--- src/rtl/ascii_operand_parser_pkg.sv ---
// Shared constants and state encoding for the ASCII operand decode path.
// Imported by the character classifier and the frame parser.
package ascii_pkg;

  localparam logic [7:0] ASCII_ZERO  = 8'h30;
  localparam logic [7:0] ASCII_SEVEN = 8'h37;
  localparam logic [7:0] ASCII_SPACE = 8'h20;
  localparam logic [7:0] ASCII_CR    = 8'h0D;

  localparam logic [1:0] ERR_NONE     = 2'b00;
  localparam logic [1:0] ERR_BAD_CHAR = 2'b01;
  localparam logic [1:0] ERR_SHORT    = 2'b10;
  localparam logic [1:0] ERR_LONG     = 2'b11;

  localparam logic [2:0] FRAME_DIGITS = 3'd4;

  typedef enum logic [1:0] {
    COLLECT = 2'd0,
    PRESENT = 2'd1,
    DRAIN   = 2'd2
  } state_t;

endpackage

--- src/rtl/ascii_operand_parser_char_class.sv ---
// Combinational byte classifier: exactly one of digit/term/space/bad is set.
// The terminator wins over every other class so a custom TERM_CHAR is never shadowed.
module ascii_char_class
  import ascii_pkg::*;
#(
  parameter logic [7:0] TERM_CHAR  = ASCII_CR,
  parameter bit         SKIP_SPACE = 1'b1
) (
  input  logic [7:0] char_in,
  output logic       is_digit,
  output logic       is_term,
  output logic       is_space,
  output logic       is_bad,
  output logic [2:0] digit_val
);

  always_comb begin
    is_term   = (char_in == TERM_CHAR);
    is_digit  = !is_term && (char_in >= ASCII_ZERO) && (char_in <= ASCII_SEVEN);
    is_space  = !is_term && SKIP_SPACE && (char_in == ASCII_SPACE);
    is_bad    = !(is_term || is_digit || is_space);
    digit_val = char_in[2:0];
  end

endmodule

--- src/rtl/ascii_operand_parser.sv ---
// Decodes frames of four ASCII octal digits plus terminator into operands A..D.
// Rejected frames pulse err and leave the previously presented operands untouched.
module ascii_operand_parser
  import ascii_pkg::*;
#(
  parameter logic [7:0] TERM_CHAR  = ASCII_CR,
  parameter bit         SKIP_SPACE = 1'b1
) (
  input  logic       clk,
  input  logic       rst_n,
  input  logic [7:0] char_in,
  input  logic       char_valid,
  output logic       char_ready,
  output logic [2:0] A,
  output logic [2:0] B,
  output logic [2:0] C,
  output logic [2:0] D,
  output logic       operands_valid,
  output logic       err,
  output logic [1:0] err_code
);

  state_t          state, state_nxt;
  logic [2:0]      cnt, cnt_nxt;
  logic [3:0][2:0] stage, stage_nxt;
  logic            load;
  logic            err_nxt;
  logic [1:0]      code_nxt;
  logic            accept;

  logic            is_digit, is_term, is_space, is_bad;
  logic [2:0]      digit_val;

  ascii_char_class #(
    .TERM_CHAR (TERM_CHAR),
    .SKIP_SPACE(SKIP_SPACE)
  ) u_class (
    .char_in  (char_in),
    .is_digit (is_digit),
    .is_term  (is_term),
    .is_space (is_space),
    .is_bad   (is_bad),
    .digit_val(digit_val)
  );

  // The one-cycle PRESENT bubble is the only time a byte is refused.
  assign char_ready = (state != PRESENT);
  assign accept     = char_valid && char_ready;

  always_comb begin
    state_nxt = state;
    cnt_nxt   = cnt;
    stage_nxt = stage;
    load      = 1'b0;
    err_nxt   = 1'b0;
    code_nxt  = err_code;

    case (state)
      COLLECT: begin
        if (accept) begin
          if (is_term) begin
            if (cnt == FRAME_DIGITS) begin
              state_nxt = PRESENT;
              load      = 1'b1;
            end else begin
              err_nxt  = 1'b1;
              code_nxt = ERR_SHORT;
              cnt_nxt  = 3'd0;
            end
          end else if (is_digit) begin
            if (cnt == FRAME_DIGITS) begin
              err_nxt   = 1'b1;
              code_nxt  = ERR_LONG;
              state_nxt = DRAIN;
            end else begin
              stage_nxt[cnt[1:0]] = digit_val;
              cnt_nxt             = cnt + 3'd1;
            end
          end else if (is_bad) begin
            err_nxt   = 1'b1;
            code_nxt  = ERR_BAD_CHAR;
            state_nxt = DRAIN;
          end
        end
      end
      PRESENT: begin
        state_nxt = COLLECT;
        cnt_nxt   = 3'd0;
      end
      DRAIN: begin
        // Everything up to the terminator is swallowed without further errors.
        if (accept && is_term) begin
          state_nxt = COLLECT;
          cnt_nxt   = 3'd0;
        end
      end
      default: begin
        state_nxt = COLLECT;
        cnt_nxt   = 3'd0;
      end
    endcase
  end

  // Operands load on the terminator edge so they appear together with operands_valid.
  always_ff @(posedge clk) begin
    if (!rst_n) begin
      state          <= COLLECT;
      cnt            <= 3'd0;
      stage          <= '0;
      A              <= 3'd0;
      B              <= 3'd0;
      C              <= 3'd0;
      D              <= 3'd0;
      operands_valid <= 1'b0;
      err            <= 1'b0;
      err_code       <= ERR_NONE;
    end else begin
      state          <= state_nxt;
      cnt            <= cnt_nxt;
      stage          <= stage_nxt;
      operands_valid <= load;
      err            <= err_nxt;
      err_code       <= code_nxt;
      if (load) begin
        A <= stage[0];
        B <= stage[1];
        C <= stage[2];
        D <= stage[3];
      end
    end
  end

endmodule

--- config.mk ---
export PLATFORM = sky130hd
export DESIGN_NAME = ascii_operand_parser
export DESIGN_NICKNAME = d
export VERILOG_FILES = /design/src/rtl/ascii_operand_parser_pkg.sv /design/src/rtl/ascii_operand_parser_char_class.sv /design/src/rtl/ascii_operand_parser.sv
export SDC_FILE = /design/constraint.sdc
export NUM_CORES = 1
export LEC_CHECK = 0
export BUFFER_PORTS_ARGS = -buffer_cell sky130_fd_sc_hd__buf_2
export CORE_MARGIN = 5
export CORE_UTILIZATION = 58
export CTS_CLUSTER_SIZE = 20
export DETAILED_ROUTE_END_ITERATION = 10
export PLACE_DENSITY = 0.83
export SYNTH_ARGS = -nofsm -noshare
export SYNTH_HDL_FRONTEND = slang
export SYNTH_SLANG_ARGS = --single-unit
--- constraint.sdc ---
create_clock -name clk -period 3.5 [get_ports clk]
set_clock_uncertainty 0.1 [all_clocks]
set_input_delay 0.175 -clock clk [delete_from_list [all_inputs] [get_ports clk]]
set_output_delay 0.175 -clock clk [all_outputs]
set_load 0.01 [all_outputs]
==> run_results.csv, run 1 <==
group,metric,value,unit
floorplan,core,0.00250,mm²
critical_path,critPathCaptureType,"register",
floorplan,die_w,61.3,µm
floorplan,num_rows,18,
global_routing,grt_pass1_wl,5420,µm
clock_network,cts-resized-gates,0,
floorplan,die_h,61.3,µm
finish,drive_gt1_share,22.4,%
global_routing,globalRouteOverflowTotal,0,
timing,drv_slew,0,
power,irDropWorstVdd,564,µV
yosys,ys_seq_elements,33,
clock_network,clock_latency,0.35,ns
timing,setup_viol,0,
routing,drt-total-wl,3270,µm
finish,antennaDiodeCount,0,
critical_path,cp.arrival,2.40,ns
clock_network,cts_tree,"yes",
yosys,synth-seq-area-share,43.3,%
critical_path,worstPathCellList,"inv_1 > ha_1 > nand2_1 > nor4_4 > buf_4 > mux2i_1 > nor2b_1",
place,gp_congestion,0.826,
floorplan,io_pins,28,
timing,rsz0062_at_grt,"false",
timing,slew_headroom,33.9,%
critical_path,cp_max_fo,11,
critical_path,critPathKind,"register to register",
routing,initialDrtViolationCount,40,
finish,nNetsFinal,197,
yosys,syn_nets,167,
clock_network,htreeDepth,2,
routing,drt.antenna.violating_nets,0,
critical_path,cp_num_buf_inv,2,
critical_path,cp_slowest_cell,"nor4_4",
clock_network,clock-sinks,33,
timing,fmax,0.441,GHz
place,dp_slack,1.29,ns
global_routing,grt_pass1_vias,1201,
clock_network,clk_pin_slew_worst_paths,0.11,ns
power,leakagePower,0.755,nW
status,status,"finished, final reports clean",
routing,wl_per_cell,15.4,µm
place,place.detailed.hpwl,2360,µm
yosys,async_flop_share,0,%
power,powerDensity,439,mW/mm²
floorplan,die_area,0.00376,mm²
yosys,synth.distinct_cells,39,
place,port_buffers,27,
critical_path,critPathTopFamily,"simple AND/OR/NAND/NOR gates",
timing,tightest_slew,0.982,ns
routing,vias_per_cell,5.89,
yosys,synth_area,0.00153,mm²
global_routing,grt_usage,19.8,%
timing,setup-tns-final,0,ns
flow_run,maxCapViolations,0,
critical_path,cpPeakStageDelay,0.57,ns
finish,instances_no_fill,213,
yosys,syn_area_per_cell,10.0,µm²
hold_path,hp-class,"primary input to register",
routing,route.detailed.drc,0,
yosys,synth_cells,152,
routing,dr.pass1.iters,4,
timing,fin_ws,1.23,ns
clock_network,cts-root-buf,"clkbuf_4",
timing,min_period,2.27,ns
critical_path,cp_data_required_time,3.64,ns
routing,vias,1254,
place,dp_cells,204,
global_routing,grt_max_degree,32,
finish,synthToLayoutAreaGrowth,17.0,%
timing,fin_crit_sh,64.7,%
global_routing,grt_antenna_before_repair,0,
floorplan,start_util,61.1,%
critical_path,worstSetupStartpointType,"register",
timing,finalHoldViolCount,0,
clock_network,numCtsBuffers,5,
clock_network,cts_buffer_depth,2,
yosys,yosysWarnings,0,
yosys,synth_ff_type,"dfxtp_1",
yosys,synth-edff-count,0,
[per-stage QoR]
stage               utilization (%)  area (µm²)  power [mW]  hold WS [ns]
finish                         71.4        1790       0.783        0.0389
global route                   71.4        1790       0.814        0.0384
global placement               66.9        1670       0.436         0.333
detailed placement             66.9        1670       0.437         0.344
CTS                            71.4        1790       0.788        0.0319
floorplan                         -        1530       0.419         0.180
[per-layer routing]
metal,vias to the layer above,global-route usage (%),share of wire (%)
met5,-,0,0
met4,0,8.05,2.4
met3,9,6.92,6.8
met2,40,33.4,49
met1,598,22.8,41
li1,607,-,-
[sequential cells by signal, summed over array words and instances, names as in the netlist]
signal	count
A	3
B	3
C	3
D	3
cnt	3
err	1
err_code	2
operands_valid	1
stage	12
state	2
[cell type report]
| type | instances | area (µm²) |
|---|---|---|
| multi-input cells | 110 | 821 |
| repair buffers | 29 | 153 |
| flip-flops and latches | 33 | 661 |
| well taps | 30 | 37.5 |
| clock inverters | 3 | 65.1 |
| clock buffers | 5 | 37.5 |
| fillers | 193 | 714 |
| inverters | 3 | 11.3 |
[path summary, 6_finish.rpt]
kind	from	to	slack, ns	cells after the start
worst min-delay path	char_in[1]	stage[7]$_SDFFE_PN0P_	0.04	3
worst max register to register	cnt[0]$_SDFFE_PN0P_	A[2]$_SDFFE_PN0P_	1.23	7
worst max-delay path	cnt[0]$_SDFFE_PN0P_	A[2]$_SDFFE_PN0P_	1.23	7
worst min register to register	err_code[0]$_SDFFE_PN0P_	err_code[0]$_SDFFE_PN0P_	0.35	2
[cells by family after synthesis]
| family | share of synthesized area, % |
|---|---|
| simple gates | 26.8 |
| flops | 43.3 |
| mux | 16.4 |
| compound gates | 7.30 |
| buf+inv | 2.95 |
| fa+ha+maj | 3.28 |
[power by group]
group          total, mW  internal (mW)  switching (mW)
Sequential         0.383          0.379         0.00371
Clock              0.354          0.221           0.133
Combinational     0.0470         0.0202          0.0268
[worst min-delay path, stage by stage]
cell and delay (ns):
buf_2 0.13, nand2_1 0.08, mux2i_1 0.07
[cells in the final DEF (no fill, tap or decap), types with 2 or more instances in the layout]
master	count
nor3_1	3
nand3_1	6
clkbuf_4	5
nor2b_1	21
inv_1	3
a21oi_1	4
nand2_1	14
nand4b_1	2
ha_1	4
nor4b_1	2
o21ai_0	2
bufinv_16	2
dfxtp_1	33
nand4_1	3
mux2i_1	25
buf_2	27
[synthesized netlist by cell type, drive strengths merged (2+ instances only)]
master / count / share of area (%)
nor3: 3 / 0.98
nor2b: 21 / 8.6
o21ai: 2 / 0.66
nand3: 6 / 2.0
ha: 4 / 3.3
mux2i: 25 / 16
nor4: 2 / 1.8
nand4b: 2 / 1.1
nor4b: 2 / 1.1
a21oi: 4 / 1.3
dfxtp: 33 / 43
clkbuf: 5 / 1.2
nand2: 15 / 3.9
nand4: 3 / 1.2
inv: 3 / 0.74
[what timing repair did]
item | 4_1_cts | 5_1_grt
setup buffers | 0 | 0
endpoints found under the setup margin | 0 | 0
hold buffers | 1 | 0
endpoints found under the hold margin | 1 | 0
Note: power is estimated with default switching activity, not from simulation.
==> run 2, diff against run 1 <==
CORE_UTILIZATION = 54   (was 58)
PLACE_DENSITY = 0.78   (was 0.83)
clock period = 2.4 ns   (was 3.5 ns; I/O delays follow)
==> run_results.csv, run 2 (synthesis gave the netlist of run 1 again) <==
group,metric,value,unit
global_routing,globalRouteOverflowTotal,0,
routing,route.detailed.drc,0,
clock_network,clock-sinks,33,
place,place.detailed.hpwl,2390,µm
critical_path,cp.arrival,2.10,ns
clock_network,numCtsBuffers,5,
routing,dr.pass1.iters,4,
hold_path,hp-class,"primary input to register",
finish,utilization,65.1,%
hold_path,holdPathStages,3,
routing,drt.antenna.violating_nets,0,
timing,setup-tns-final,0,ns
timing,finalHoldViolCount,0,
critical_path,critPathCaptureType,"register",
timing,drv_slew,0,
routing,drt-total-wl,3400,µm
floorplan,die_w,63.2,µm
floorplan,num_rows,19,
finish,final_area,0.00178,mm²
critical_path,worstSetupStartpointType,"register",
finish,nNetsFinal,200,
finish,instances_no_fill,216,
timing,min_period,1.94,ns
finish,final_common_cell,"dfxtp_1",
floorplan,die_area,0.00399,mm²
flow_run,maxCapViolations,0,
status,status,"finished, final reports clean",
finish,largest-register,"stage",
power,irDropWorstVdd,650,µV
finish,drive_gt1_share,23.2,%
timing,fmax,0.515,GHz
hold_path,hp-start,"char_in[1]",
routing,wl_per_cell,15.7,µm
global_routing,grt_pass1_vias,1268,
place,dp_cells,208,
global_routing,grt_usage,17.7,%
global_routing,grt_max_degree,32,
critical_path,critPathKind,"register to register",
critical_path,reg2reg_slack,0.46,ns
clock_network,cts-resized-gates,0,
timing,fin_ws,0.459,ns
routing,vias,1264,
timing,fin_crit_sh,80.9,%
finish,antennaDiodeCount,0,
global_routing,grt_antenna_before_repair,0,
global_routing,grt_pass1_wl,5760,µm
clock_network,cts-root-buf,"clkbuf_4",
place,place_area,0.00170,mm²
routing,vias_per_cell,5.85,
critical_path,cp_data_required_time,2.56,ns
finish,synthToLayoutAreaGrowth,16.6,%
floorplan,die_h,63.2,µm
place,dp_slack,0.493,ns
clock_network,htreeDepth,2,
critical_path,cp_max_fo,11,
floorplan,core,0.00273,mm²
critical_path,r2r_start,"cnt[0]$_SDFFE_PN0P_",
timing,rsz0062_at_grt,"false",
clock_network,clk_pin_slew_worst_paths,0.10,ns
clock_network,cts_buffer_depth,2,
finish,final_cell_mix,"dfxtp_1 (33), buf_2 (27), mux2i_1 (25), nor2b_1 (21), nand2_1 (14)",
finish,largest_register_ffs,12,
floorplan,start_util,55.8,%
place,gp_congestion,0.931,
floorplan,io_pins,28,
critical_path,timing.rr.end,"stage[5]$_SDFFE_PN0P_",
clock_network,clock_latency,0.32,ns
routing,initialDrtViolationCount,69,
hold_path,hold_end,"stage[4]$_SDFFE_PN0P_",
timing,tightest_slew,0.857,ns
power,powerDensity,578,mW/mm²
power,leakagePower,0.757,nW
place,port_buffers,27,
timing,setup_viol,0,
clock_network,cts_tree,"yes",
timing,slew_headroom,42.1,%
critical_path,r2r_cells,6,
==> run 2: how the worst max path moves through the flow <==
stage | startpoint | end | slack, ns | cells after the start
3_5_place_dp | cnt[0]$_SDFFE_PN0P_ | stage[5]$_SDFFE_PN0P_ | 0.49 | 6
2_1_floorplan | cnt[0]$_SDFFE_PN0P_ | stage[3]$_SDFFE_PN0P_ | 0.61 | 7
6_report | cnt[0]$_SDFFE_PN0P_ | stage[5]$_SDFFE_PN0P_ | 0.46 | 6
4_1_cts | cnt[0]$_SDFFE_PN0P_ | stage[5]$_SDFFE_PN0P_ | 0.48 | 6
5_1_grt | cnt[0]$_SDFFE_PN0P_ | stage[5]$_SDFFE_PN0P_ | 0.30 | 6
3_3_place_gp | char_in[4] | D[1]$_SDFFE_PN0P_ | 0.55 | 6
==> run 2: final cells by class <==
| cell class | count | area [µm²] |
|---|---|---|
| Clock buffer | 5 | 37.5 |
| Clock inverter | 2 | 35.0 |
| Fill cell | 233 | 955 |
| Inverter | 3 | 11.3 |
| Multi-Input combinational cell | 110 | 821 |
| Sequential cell | 33 | 661 |
| Tap cell | 31 | 38.8 |
| Timing Repair Buffer | 32 | 175 |
==> run 2: repair_timing <==
action / 4_1_cts / 5_1_grt
hold buffers: 1 / 0
setup buffers: 0 / 0
hold endpoints to repair: 1 / 0
setup endpoints to repair: 0 / 0
==> run 2: metrics by stage <==
step           power (mW)  hold WS [ns]
6_report             1.03        0.0214
5_1_grt              1.07        0.0167
4_1_cts              1.03       0.00419
3_5_place_dp        0.642         0.301
3_3_place_gp        0.640         0.294
2_1_floorplan       0.611         0.125
==> run 2: layer usage <==
metal	up-vias	GRT usage [%]	wire length, µm
met4	0	5.31	26
met3	4	6.75	229
met2	49	29.7	1670
met5	-	0	0
li1	610	-	-
met1	601	20.7	1470
==> run 2: worst max-delay path, cell delays in order (launching register included) <==
cell     delay, ns
dfxtp_1       0.41
inv_1         0.09
ha_1          0.22
nand2_1       0.32
and3_2        0.29
nand3_1       0.22
mux2i_1       0.23
==> run 2: power by group <==
| part | switching, mW | internal [mW] | total [mW] |
|---|---|---|---|
| clock | 0.182 | 0.212 | 0.394 |
| combinational | 0.0429 | 0.0325 | 0.0754 |
| sequential | 0.00621 | 0.553 | 0.559 |
